<file path="src/rtl/ps2_kbd_rx.sv">
// PS/2 keyboard receiver: synchronise and filter the PS/2 lines, deserialise
// 11-bit frames, and fold E0/F0 prefixes into an 11-bit key event.
module ps2_kbd_rx #(
  parameter int CLK_FILTER     = 4,
  parameter int TIMEOUT_CYCLES = 50000
) (
  input  logic        clk_sys,
  input  logic        reset,
  input  logic        ps2_clk,
  input  logic        ps2_data,
  output logic [7:0]  code,
  output logic        code_valid,
  output logic        parity_err,
  output logic        frame_err,
  output logic [10:0] key_event,
  output logic        key_strobe
);
  localparam int FW = $clog2(CLK_FILTER + 1);
  localparam int TW = $clog2(TIMEOUT_CYCLES + 1);

  typedef enum logic [1:0] {IDLE, RECV, CHECK} state_t;

  state_t          state, state_n;
  logic            clk_s1, clk_s2, dat_s1, dat_s2;
  logic            filt, filt_q, fall;
  logic [FW-1:0]   flt_cnt;
  logic [3:0]      bit_cnt;
  logic [9:0]      sr;
  logic [TW-1:0]   to_cnt;
  logic            timeout, start_ok, start_bad;
  logic            cv_n, perr_n, ferr_n;
  logic            ext, brk;

  // Filtered clock only moves after CLK_FILTER consecutive disagreeing samples
  always_ff @(posedge clk_sys) begin
    if (reset) begin
      clk_s1  <= 1'b1;
      clk_s2  <= 1'b1;
      dat_s1  <= 1'b1;
      dat_s2  <= 1'b1;
      filt    <= 1'b1;
      filt_q  <= 1'b1;
      flt_cnt <= '0;
    end else begin
      clk_s1 <= ps2_clk;
      clk_s2 <= clk_s1;
      dat_s1 <= ps2_data;
      dat_s2 <= dat_s1;
      filt_q <= filt;
      if (clk_s2 != filt) begin
        if (flt_cnt == FW'(CLK_FILTER - 1)) begin
          filt    <= clk_s2;
          flt_cnt <= '0;
        end else begin
          flt_cnt <= flt_cnt + FW'(1);
        end
      end else begin
        flt_cnt <= '0;
      end
    end
  end

  assign fall      = filt_q & ~filt;
  assign timeout   = (state == RECV) && !fall && (to_cnt == TW'(TIMEOUT_CYCLES - 1));
  // CHECK lasts one cycle and captures a start bit exactly like IDLE
  assign start_ok  = (state != RECV) && fall && !dat_s2;
  assign start_bad = (state != RECV) && fall && dat_s2;

  always_ff @(posedge clk_sys) begin
    if (reset) state <= IDLE;
    else       state <= state_n;
  end

  always_comb begin
    state_n = state;
    case (state)
      IDLE, CHECK: state_n = start_ok ? RECV : IDLE;
      RECV: begin
        if (fall && bit_cnt == 4'd10) state_n = CHECK;
        else if (timeout)             state_n = IDLE;
      end
      default: state_n = IDLE;
    endcase
  end

  // sr[7:0] data, sr[8] parity, sr[9] stop once the frame is complete
  always_comb begin
    cv_n   = 1'b0;
    perr_n = 1'b0;
    ferr_n = start_bad | timeout;
    if (state == CHECK) begin
      if (!sr[9])           ferr_n = 1'b1;
      else if (!(^sr[8:0])) perr_n = 1'b1;
      else                  cv_n   = 1'b1;
    end
  end

  always_ff @(posedge clk_sys) begin
    if (reset) begin
      bit_cnt <= '0;
      sr      <= '0;
      to_cnt  <= '0;
    end else begin
      if (start_ok) begin
        bit_cnt <= 4'd1;
        sr      <= '0;
      end else if (state == RECV && fall) begin
        bit_cnt <= bit_cnt + 4'd1;
        sr      <= {dat_s2, sr[9:1]};
      end
      to_cnt <= (state == RECV && !fall && !timeout) ? to_cnt + TW'(1) : '0;
    end
  end

  always_ff @(posedge clk_sys) begin
    if (reset) begin
      code       <= '0;
      code_valid <= 1'b0;
      parity_err <= 1'b0;
      frame_err  <= 1'b0;
      key_event  <= '0;
      key_strobe <= 1'b0;
      ext        <= 1'b0;
      brk        <= 1'b0;
    end else begin
      code_valid <= cv_n;
      parity_err <= perr_n;
      frame_err  <= ferr_n;
      if (cv_n) code <= sr[7:0];
      key_strobe <= 1'b0;
      if (code_valid) begin
        if (code == 8'hE0)      ext <= 1'b1;
        else if (code == 8'hF0) brk <= 1'b1;
        else begin
          key_event  <= {~key_event[10], ~brk, ext, code};
          key_strobe <= 1'b1;
          ext        <= 1'b0;
          brk        <= 1'b0;
        end
      end
      if (parity_err || frame_err) begin
        ext <= 1'b0;
        brk <= 1'b0;
      end
    end
  end
endmodule
</file>
<file path="config.mk">
export PLATFORM = sky130hd
export DESIGN_NAME = ps2_kbd_rx
export DESIGN_NICKNAME = d
export VERILOG_FILES = /design/src/rtl/ps2_kbd_rx.sv
export SDC_FILE = /design/constraint.sdc
export NUM_CORES = 1
export LEC_CHECK = 0
export CAP_MARGIN = 20
export CELL_PAD_IN_SITES_DETAIL_PLACEMENT = 1
export CELL_PAD_IN_SITES_GLOBAL_PLACEMENT = 1
export CORE_ASPECT_RATIO = 0.6
export CORE_MARGIN = 2
export CORE_UTILIZATION = 30
export DETAILED_ROUTE_END_ITERATION = 8
export DONT_BUFFER_PORTS = 1
export GPL_TIMING_DRIVEN = 0
export MAX_ROUTING_LAYER = met4
export PLACE_DENSITY_LB_ADDON = 0.1
export SKIP_LAST_GASP = 1
export SLEW_MARGIN = 20
export SYNTH_ARGS = -nofsm -noshare
export SYNTH_HDL_FRONTEND = slang
export SYNTH_SLANG_ARGS = --single-unit
</file>
<file path="constraint.sdc">
create_clock -name clk_sys -period 4.17 [get_ports clk_sys]
set_input_delay 0.6255 -clock clk_sys [delete_from_list [all_inputs] [get_ports clk_sys]]
set_output_delay 0.6255 -clock clk_sys [all_outputs]
set_load 0.005 [all_outputs]
</file>
# Word level (Yosys, flattened, before mapping)
# Cells that the tools add are included.
[op_classes]
reduce_logical = 26
eq_ne = 11
addsub = 3
n_bitwise = 12
muxes = 16
[ops]
columns = ["cell", "count"]
rows = [
  ["adder 16 x 1 -> 16 bit, second input constant", 1],
  ["== test 16 bit, second input constant", 1],
  ["== test 8 bit, second input constant", 2],
  ["two-way mux 1 bit", 13],
  ["NOT 1 bit", 10],
  ["OR reduction 3 bit", 3],
  ["parity 9 bit", 1],
  ["logical AND 1 bit", 8],
  ["OR reduction 2 bit", 4],
  ["AND reduction 2 bit", 3],
  ["adder 4 x 1 -> 4 bit, second input constant", 1],
  ["== test 4 bit, second input constant", 1],
  ["two-way mux 2 bit", 2],
  ["one-hot mux 2 bit (2 select lines)", 1],
  ["adder 3 x 1 -> 3 bit, second input constant", 1],
  ["== test 3 x 2 -> 1 bit, second input constant", 1],
  ["logical NOT 1 bit", 3],
  ["!= test 3 x 2 -> 1 bit, second input constant", 1],
  ["AND reduction 3 bit", 1],
  ["== test 2 x 1 -> 1 bit, second input constant", 1],
  ["== test 2 bit, second input constant", 1],
  ["logical NOT 2 bit", 1],
  ["!= test 2 x 1 -> 1 bit, second input constant", 1],
  ["!= test 2 bit, second input constant", 1],
  ["other kinds (5)", 5],
]
[totals]
ff_bits = 66
input_bits = 4
wordCells = 88
output_inout_bits = 23

# Logic depth before layout (Yosys ltp)
# Gate-level depths: netlist of run 1.
[depth]
ltp_word = 9
mapped_depth = 6
mapped_depth_nobuf = 5

# Least setup slack after synthesis of run 1
# OpenSTA, ideal clock, no wires.
[synth_timing]
kind = "reg-to-reg"
start = "register to_cnt[7]"
end = "register to_cnt[10]"
slack_ns = 2.348
setup_time_ns = 0.115
stages_incl_launch_ff = 6
path_buffers = 1
t_required_ns = 4.055
period_less_slack_ns = 1.822
arrival_ns = 1.707
cell_sequence = "dfxtp_1 > or4b_1 > or4_4 > o21ai_4 > buf_6 > nor2_2"
[synth_via]
elab_chain_len = 6
elab_cells_between_ends = 7
classes_between = "add/sub (1); eq/ne (1); bitwise (1); reduce/logical (4)"
[synth_lines]
columns = ["item", "line_no", "rtl"]
rows = [
  ["from (decl)", "29", "logic [TW-1:0] to_cnt;"],
  ["from (signal assigned)", "111", "to_cnt <= (state == RECV && !fall && !timeout) ? to_cnt + TW'(1) : '0;"],
  ["branches (longest 6 deep; another with adder 16 x 1 -> 16 bit)", "-", ""],
]
# Several ways; the timed one is not identified.
# A chain may end at the register's enable or synchronous reset.

# Worst setup path after layout of run 1
[layout_timing]
start = "register code[1]"
end = "register ext"
[layout_via]
elab_chain_len = 3
elab_cells_between_ends = 5
classes_between = "eq/ne (3); mux (1); reduce/logical (1)"
[layout_lines]
columns = ["item", "line_no", "rtl"]
rows = [
  ["from (decl)", "11", "output logic [7:0] code,"],
  ["from (signal assigned)", "129", "if (cv_n) code <= sr[7:0];"],
  ["== test 8 bit (on tied branches)", "132, 133", ""],
  ["!= test 2 bit (no source line)", "-", ""],
  ["AND reduction 2 bit (no source line)", "-", ""],
  ["to (signal assigned)", "132", "if (code == 8'hE0) ext <= 1'b1;"],
  ["to (signal assigned)", "137", "ext <= 1'b0;"],
  ["to (signal assigned)", "142", "ext <= 1'b0;"],
  ["to (decl)", "32", "logic ext, brk;"],
]
# Parallel ways exist; a longest one is shown, timed or not.

==> results by group, run 1 <==
Outcome
  – Outcome: completed

Timing
  – Hold_ws: 0.404 ns
  – Fin crit share: 51.5%
  – Post-route setup slack: 2.02 ns
  – Period minus WS final: 2.15 ns
  – Final setup viols: 0
  – Final Hold Fails: 0
  – Max Fclk: 466 MHz
  – Final Max Tran Viols: 0
  – TNS Setup: 0 ns
  – Relative slew margins: 41.7%
  – Setup Skew: 0.00706 ns
  – Worst-Margin Slew: 0.864 ns
  – Unrepaired setup endpoints after global routing: no

Clock tree
  – Clock buffer count from CTS: 9
  – Root buffer cell: clkbuf_16
  – CTS tree: done
  – Number of gates resized after cts: 0
  – Post-CTS setup buffers: 0
  – CTS Buffer Depth: 2
  – Num Clock Sinks: 66
  – CTS H-tree lvls: 3
  – Clock insertion delay at the later pin of the skew report: 0.32 ns
  – Cts hold-fix bufs: 0
  – CTS clk-pin slew, worst paths: 0.05 ns

GRT
  – Antenna violations before repair: 0
  – Gr usage total: 14.8%
  – First-pass GRT wire length: 11,000 microns
  – Largest net degree at the start of global routing: 11
  – Vias in the first global route: 2,044
  – GRT Residual Overflow: 0

Route
  – DRT iter0 DRCs: 96
  – DR WL/cell: 15.3 microns
  – Pre-antenna DRT Iters: 4
  – Remaining DRCs: 0
  – Number of antenna-violating nets in the routed design: 0
  – Routed vias: 2,055
  – Vias per cell: 4.81
  – Wirelength, routed: 6530 microns

Logic synthesis
  – Unique cell type count in the Yosys netlist: 44
  – Register bit total from synthesis: 66
  – Most common flop cell mapped by yosys: dfxtp_1
  – Top cells by area, synth: dfxtp_1, nand2_1, a21oi_1, nand2b_1, xor2_1
  – Mean post-synth cell area: 9.11 sq um
  – Asr flop ratio synth: 0%
  – Post-Syn Area: 2730 sq um
  – Yosys top cell area share: 48.3%
  – Largest area contributor in the netlist: dfxtp_1
  – Post-synthesis sequential area ratio: 48.3%
  – Post-synthesis cell count: 300
  – Post-synth EDFFs: 0
  – Syn_nets: 309
  – Syn. warnings: 0

Final layout
  – Share of post-route cells with drive strength above 1: 10.8%
  – Non-filler cells, final: 427
  – Final core utilization: 36.4%
  – FILL cells: 1,013
  – Final net count: 320
  – Most frequent cells in the layout: dfxtp_1, nand2_1, a21oi_1, nand2b_1, nor2_1
  – Area Overhead vs Synth: 15.6%
  – Commonest non-fill, non-tap cell in the layout: dfxtp_1
  – Diodes inserted: 0

Pwr
  – Clock network power share: 52.8%
  – NetSw: 266 uW
  – PD cells: 436 nW/um^2
  – Worst IR Drop VDD: 0.214 mV
  – Leakage: 0.00103 uW
  – Power Internal: 1110 uW
  – Switching share of power: 19.3%
  – Comb pwr share: 1.1%
  – Reg power frac: 46.0%

Worst setup path
  – Register-to-register setup slack: 2.02 ns
  – Worst EP required: 4.43 ns
  – R2R depth: 4
  – Critical path capture point type: register
  – R2r startpoint: code[1]$_SDFFE_PP0P_
  – Critical path data arrival time: 2.41 ns
  – CP startpoint: code[1]$_SDFFE_PP0P_
  – Critical path type: register to register
  – Startpoint class of the critical path: register
  – CP max FO: 7
  – Critical Path Sink: ext$_SDFFE_PP0P_
  – R2R Path End: ext$_SDFFE_PP0P_

Placement
  – Placed wire-length estimate: 4860 microns
  – DP Worst Slack: 2.01 ns
  – Routability cong.: 0.758
  – Placed insts: 412
  – Buffers on Ports: 0

Die
  – Rows: 26
  – Starting Density: 31.5%
  – IO Pins: 27
  – Core Region: 8690 sq um
  – Die height: 77.9 microns
  – Die Area: 9920 sq um
  – Die X: 127 microns

Flow run
  – Max-Cap Viols: 0

Min path
  – Hold Crit Class: input pin to register
  – Hold Crit Start: ps2_data
power by group through the flow:
stage          combinational (uW)  sequential [uW]  clock [uW]
2_1_floorplan                11.1              647           0
3_5_place_dp                 16.0              648           0
6_report                     15.4              635         728
3_3_place_gp                 15.7              648           0
4_1_cts                      15.9              634         748
5_1_grt                      17.1              634         785
through the flow:
stage,area (sq um),total power [uW]
after floorplan,2730,659
after global placement,2870,664
after detailed placement,2870,664
after CTS,3160,1400
after global routing,3160,1440
final,3160,1380
synth_stat cells (all sizes together), types with 4 or more instances:
master / n
dfxtp: 66
nor2: 27
o21ai: 4
xnor2: 8
clkbuf: 9
nand2b: 19
nand2: 45
inv: 9
nor3: 5
nand4: 5
nor2b: 5
xor2: 11
mux2i: 8
nand3: 8
or2: 6
ha: 5
a21oi: 27
or4: 4
per-layer routing:
metal | global-route usage (%) | vias to the layer above | routed length [microns]
li1 | - | 1028 | -
met1 | 21.6 | 972 | 3540
met2 | 18.7 | 49 | 2520
met3 | 6.07 | 6 | 419
met4 | 3.30 | 0 | 54
met5 | - | - | 0
flip-flops by register name (all words and copies together) (netlist names):
register	cells
clk_s2	1
sr	10
bit_cnt	4
to_cnt	16
state	2
code	8
clk_s1	1
filt	1
flt_cnt	3
key_event	11
frame_err	1
ext	1
parity_err	1
filt_q	1
brk	1
key_strobe	1
dat_s1	1
code_valid	1
dat_s2	1
critical path: stages (launching register included):
cell     delay [ns]
dfxtp_1        0.36
nor4_1         0.47
a41oi_1        0.48
or4_1          0.63
nor2_1         0.13
cell type report:
cell class,count,area (sq um),area share (%)
Clock inverter,3,40.0,1.27
Inverter,9,33.8,1.07
Tap cell,112,140,4.43
Buffer,12,53.8,1.70
Clock buffer,12,246,7.80
Multi-Input combinational cell,213,1330,41.9
Sequential cell,66,1320,41.8
cell families (layout without fill, tap and decap cells):
kind of cell             after synthesis  after routing  synth area share (%)
AO/OA/AOI/OAI                         41             41                  9.15
XOR/XNOR                              21             21                  7.73
adder cells (fa/ha/maj)                5              5                  2.29
buffers and inverters                 21             36                  3.20
flip-flops                            66             66                  48.3
multiplexers                           9              9                  3.34
AND/OR/NAND/NOR                      137            137                  25.9
how the worst min path moves through the flow:
| stage | end | slack (ns) | cells after the start |
|---|---|---|---|
| after floorplan | clk_s2$_SDFF_PP1_ | 0.39 | 1 |
| after global placement | dat_s2$_SDFF_PP1_ | 0.39 | 1 |
| after detailed placement | dat_s2$_SDFF_PP1_ | 0.40 | 1 |
| after CTS | dat_s1$_SDFF_PP1_ | 0.40 | 1 |
| after global routing | dat_s1$_SDFF_PP1_ | 0.39 | 1 |
| final | dat_s1$_SDFF_PP1_ | 0.40 | 1 |
No activity file was read; power rests on OpenSTA's default activity.
==> run 2, diff against run 1 <==
Clock period 4.17 ns to 1.8 ns, I/O delays scaled along.
==> run 2 against run 1 <==
The run now ends with setup timing left. Critical path depth up 1. Total power grew 130%. Final area grew 2.2%. First-iteration DRC count is 28% higher. Highest routed layer unchanged.
==> results by group, run 2 (same netlist as run 1, synthesis figures left out) <==
Die
  – Rows: 26 (unchanged)
  – Die X: 127 microns (unchanged)
  – Core Region: 8690 sq um (unchanged)
  – Die Area: 9920 sq um (unchanged)
  – Die height: 77.9 microns (unchanged)
  – IO Pins: 27 (unchanged)
  – Starting Density: 31.5% (unchanged)

Pwr
  – Total power: 3210 uW (+130%)
  – PD cells: 995 nW/um^2 (+130%)
  – Worst IR Drop VDD: 0.462 mV (+120%)
  – Leakage: 0.00105 uW (+2.5%)

GRT
  – Vias in the first global route: 2,116 (+3.5%)
  – Largest net degree at the start of global routing: 11 (unchanged)
  – Gr usage total: 14.7% (-0.16 points)
  – GRT Residual Overflow: 0 (unchanged)
  – Antenna violations before repair: 0 (unchanged)
  – First-pass GRT wire length: 10,900 microns (-1.4%)

Final layout
  – Diodes inserted: 0 (unchanged)
  – Max reg flops: 16 (unchanged)
  – FILL cells: 1,001 (-1.2%)
  – Non-filler cells, final: 428 (+0.23%)
  – Most frequent cells in the layout: dfxtp_1, nand2_1, a21oi_1, nand2b_1, nor2_1
  – Commonest non-fill, non-tap cell in the layout: dfxtp_1
  – Largest regs: to_cnt: 16 flops, key_event: 11 flops, sr: 10 flops
  – Final net count: 321 (+0.31%)
  – Share of post-route cells with drive strength above 1: 14.9% (+4.1 points)
  – Most flops, register: to_cnt
  – Area Overhead vs Synth: 18.2%

Clock tree
  – CTS Buffer Depth: 2 (unchanged)
  – Root buffer cell: clkbuf_16
  – CTS tree: done
  – CTS H-tree lvls: 3 (unchanged)
  – CTS clk-pin slew, worst paths: 0.05 ns (about the same)
  – Cts hold-fix bufs: 0 (unchanged)
  – Clock insertion delay at the later pin of the skew report: 0.32 ns (about the same)
  – Clock buffer count from CTS: 9 (unchanged)
  – Num Clock Sinks: 66 (unchanged)

Route
  – Vias per cell: 4.84 (+0.49%)
  – Number of antenna-violating nets in the routed design: 0 (unchanged)
  – Routed vias: 2,070 (+0.73%)
  – Remaining DRCs: 0 (unchanged)
  – DRT iter0 DRCs: 123 (+28%)
  – Pre-antenna DRT Iters: 4 (unchanged)
  – Wirelength, routed: 6280 microns (-3.9%)
  – DR WL/cell: 14.7 microns (-4.1%)

Worst setup path
  – Worst EP required: 2.01 ns (-2.42 ns)
  – CP max FO: 10 (+3)
  – Critical path capture point type: register
  – R2R Path End: to_cnt[6]$_SDFF_PP0_
  – Critical path type: register to register
  – Register-to-register setup slack: -0.07 ns (-2.09 ns)
  – R2R depth: 5 (+1)
  – Startpoint class of the critical path: register
  – R2r startpoint: to_cnt[4]$_SDFF_PP0_
  – Critical path data arrival time: 2.08 ns (-0.33 ns)

Min path
  – Hold Crit Class: input pin to register
  – Hold-critical path endpoint: dat_s1$_SDFF_PP1_
  – Hold Path Depth: 1 (unchanged)
  – Hold Crit Start: ps2_data

Outcome
  – Failing checks: setup timing
  – Outcome: complete, but fails checks

Timing
  – Unrepaired setup endpoints after global routing: yes
  – Period minus WS final: 1.87 ns (-0.276 ns)
  – Final Max Tran Viols: 0 (unchanged)
  – Setup Skew: 0.00416 ns (-0.00290 ns)
  – Hold_ws: 0.0453 ns (-0.359 ns)
  – Relative slew margins: 66.5% (+25 points)
  – Final Hold Fails: 0 (unchanged)
  – Max Fclk: 535 MHz (+15%)
  – Worst-Margin Slew: 0.502 ns (-0.361 ns)
  – Final setup viols: 17 (+17)
  – Post-route setup slack: -0.0698 ns (-2.09 ns)
  – Fin crit share: 104% (+52 points)

Placement
  – Buffers on Ports: 0 (unchanged)
  – Placed wire-length estimate: 4580 microns (-5.7%)
  – Placed insts: 412 (unchanged)
  – DP Worst Slack: -0.264 ns (-2.27 ns)
  – Routability cong.: 0.730 (-3.6%)

Flow run
  – Max-Cap Viols: 0 (unchanged)
-- run 2: cell types whose count changed in the layout (fill, tap and decap cells not counted), sizes merged --
cell and change:
buf +2, clkbuf -1
-- run 2: where the power goes --
part	internal, uW	switching (uW)	total, uW
combinational	13.7	21.9	35.6
sequential	1470	2.79	1470
clock	1100	612	1710
-- run 2: final cells by class --
cell class	count	area [sq um]	share of cell area (%)
inverter	9	33.8	1.05
tap	112	140	4.34
timing repair buffer	3	22.5	0.697
clock inverter	3	40.0	1.24
sequential	66	1330	41.1
clock buffer	12	246	7.63
multi-input combinational	213	1370	42.4
buffer	10	50.0	1.55
-- run 2: worst max-delay path: stages (launching register included) --
cell and delay (ns):
dfxtp_2 0.35, or4b_1 0.52, or4_4 0.45, o21ai_4 0.21, buf_8 0.18, nor2_2 0.05
-- run 2: worst max-delay path by stage --
stage / start / end / slack, ns / cells after the start
2_1_floorplan: to_cnt[4]$_SDFF_PP0_ / to_cnt[7]$_SDFF_PP0_ / -0.01 / 5
3_3_place_gp: to_cnt[0]$_SDFF_PP0_ / to_cnt[11]$_SDFF_PP0_ / -0.23 / 6
3_5_place_dp: code[0]$_SDFFE_PP0P_ / ext$_SDFFE_PP0P_ / -0.26 / 4
4_1_cts: to_cnt[4]$_SDFF_PP0_ / to_cnt[6]$_SDFF_PP0_ / -0.08 / 5
5_1_grt: to_cnt[4]$_SDFF_PP0_ / state[0]$_SDFFE_PP0P_ / -0.12 / 5
6_report: to_cnt[4]$_SDFF_PP0_ / to_cnt[6]$_SDFF_PP0_ / -0.07 / 5
-- run 2: repair_timing --
action                                 4_1_cts  5_1_grt
endpoints found under the hold margin        0        0
setup buffers                                3        0
gates resized for setup                      5        8
setup endpoints to repair                   47       49
pin swaps                                    2        0
-- run 2: routing by layer --
metal / part of all wire (%) / track usage [%]
met4: 1.4 / 5.60
met2: 41 / 20.2
met1: 53 / 19.5
met5: 0 / -
met3: 5.0 / 5.38
-- run 2: metrics by stage --
step	area, sq um	setup TNS (ns)	util [%]
floorplan	2740	-0.0812	-
global placement	2880	-3.57	33.1
detailed placement	2880	-4.09	33.1
CTS	3200	-1.00	36.9
global route	3230	-1.69	37.2
finish	3230	-0.857	37.2
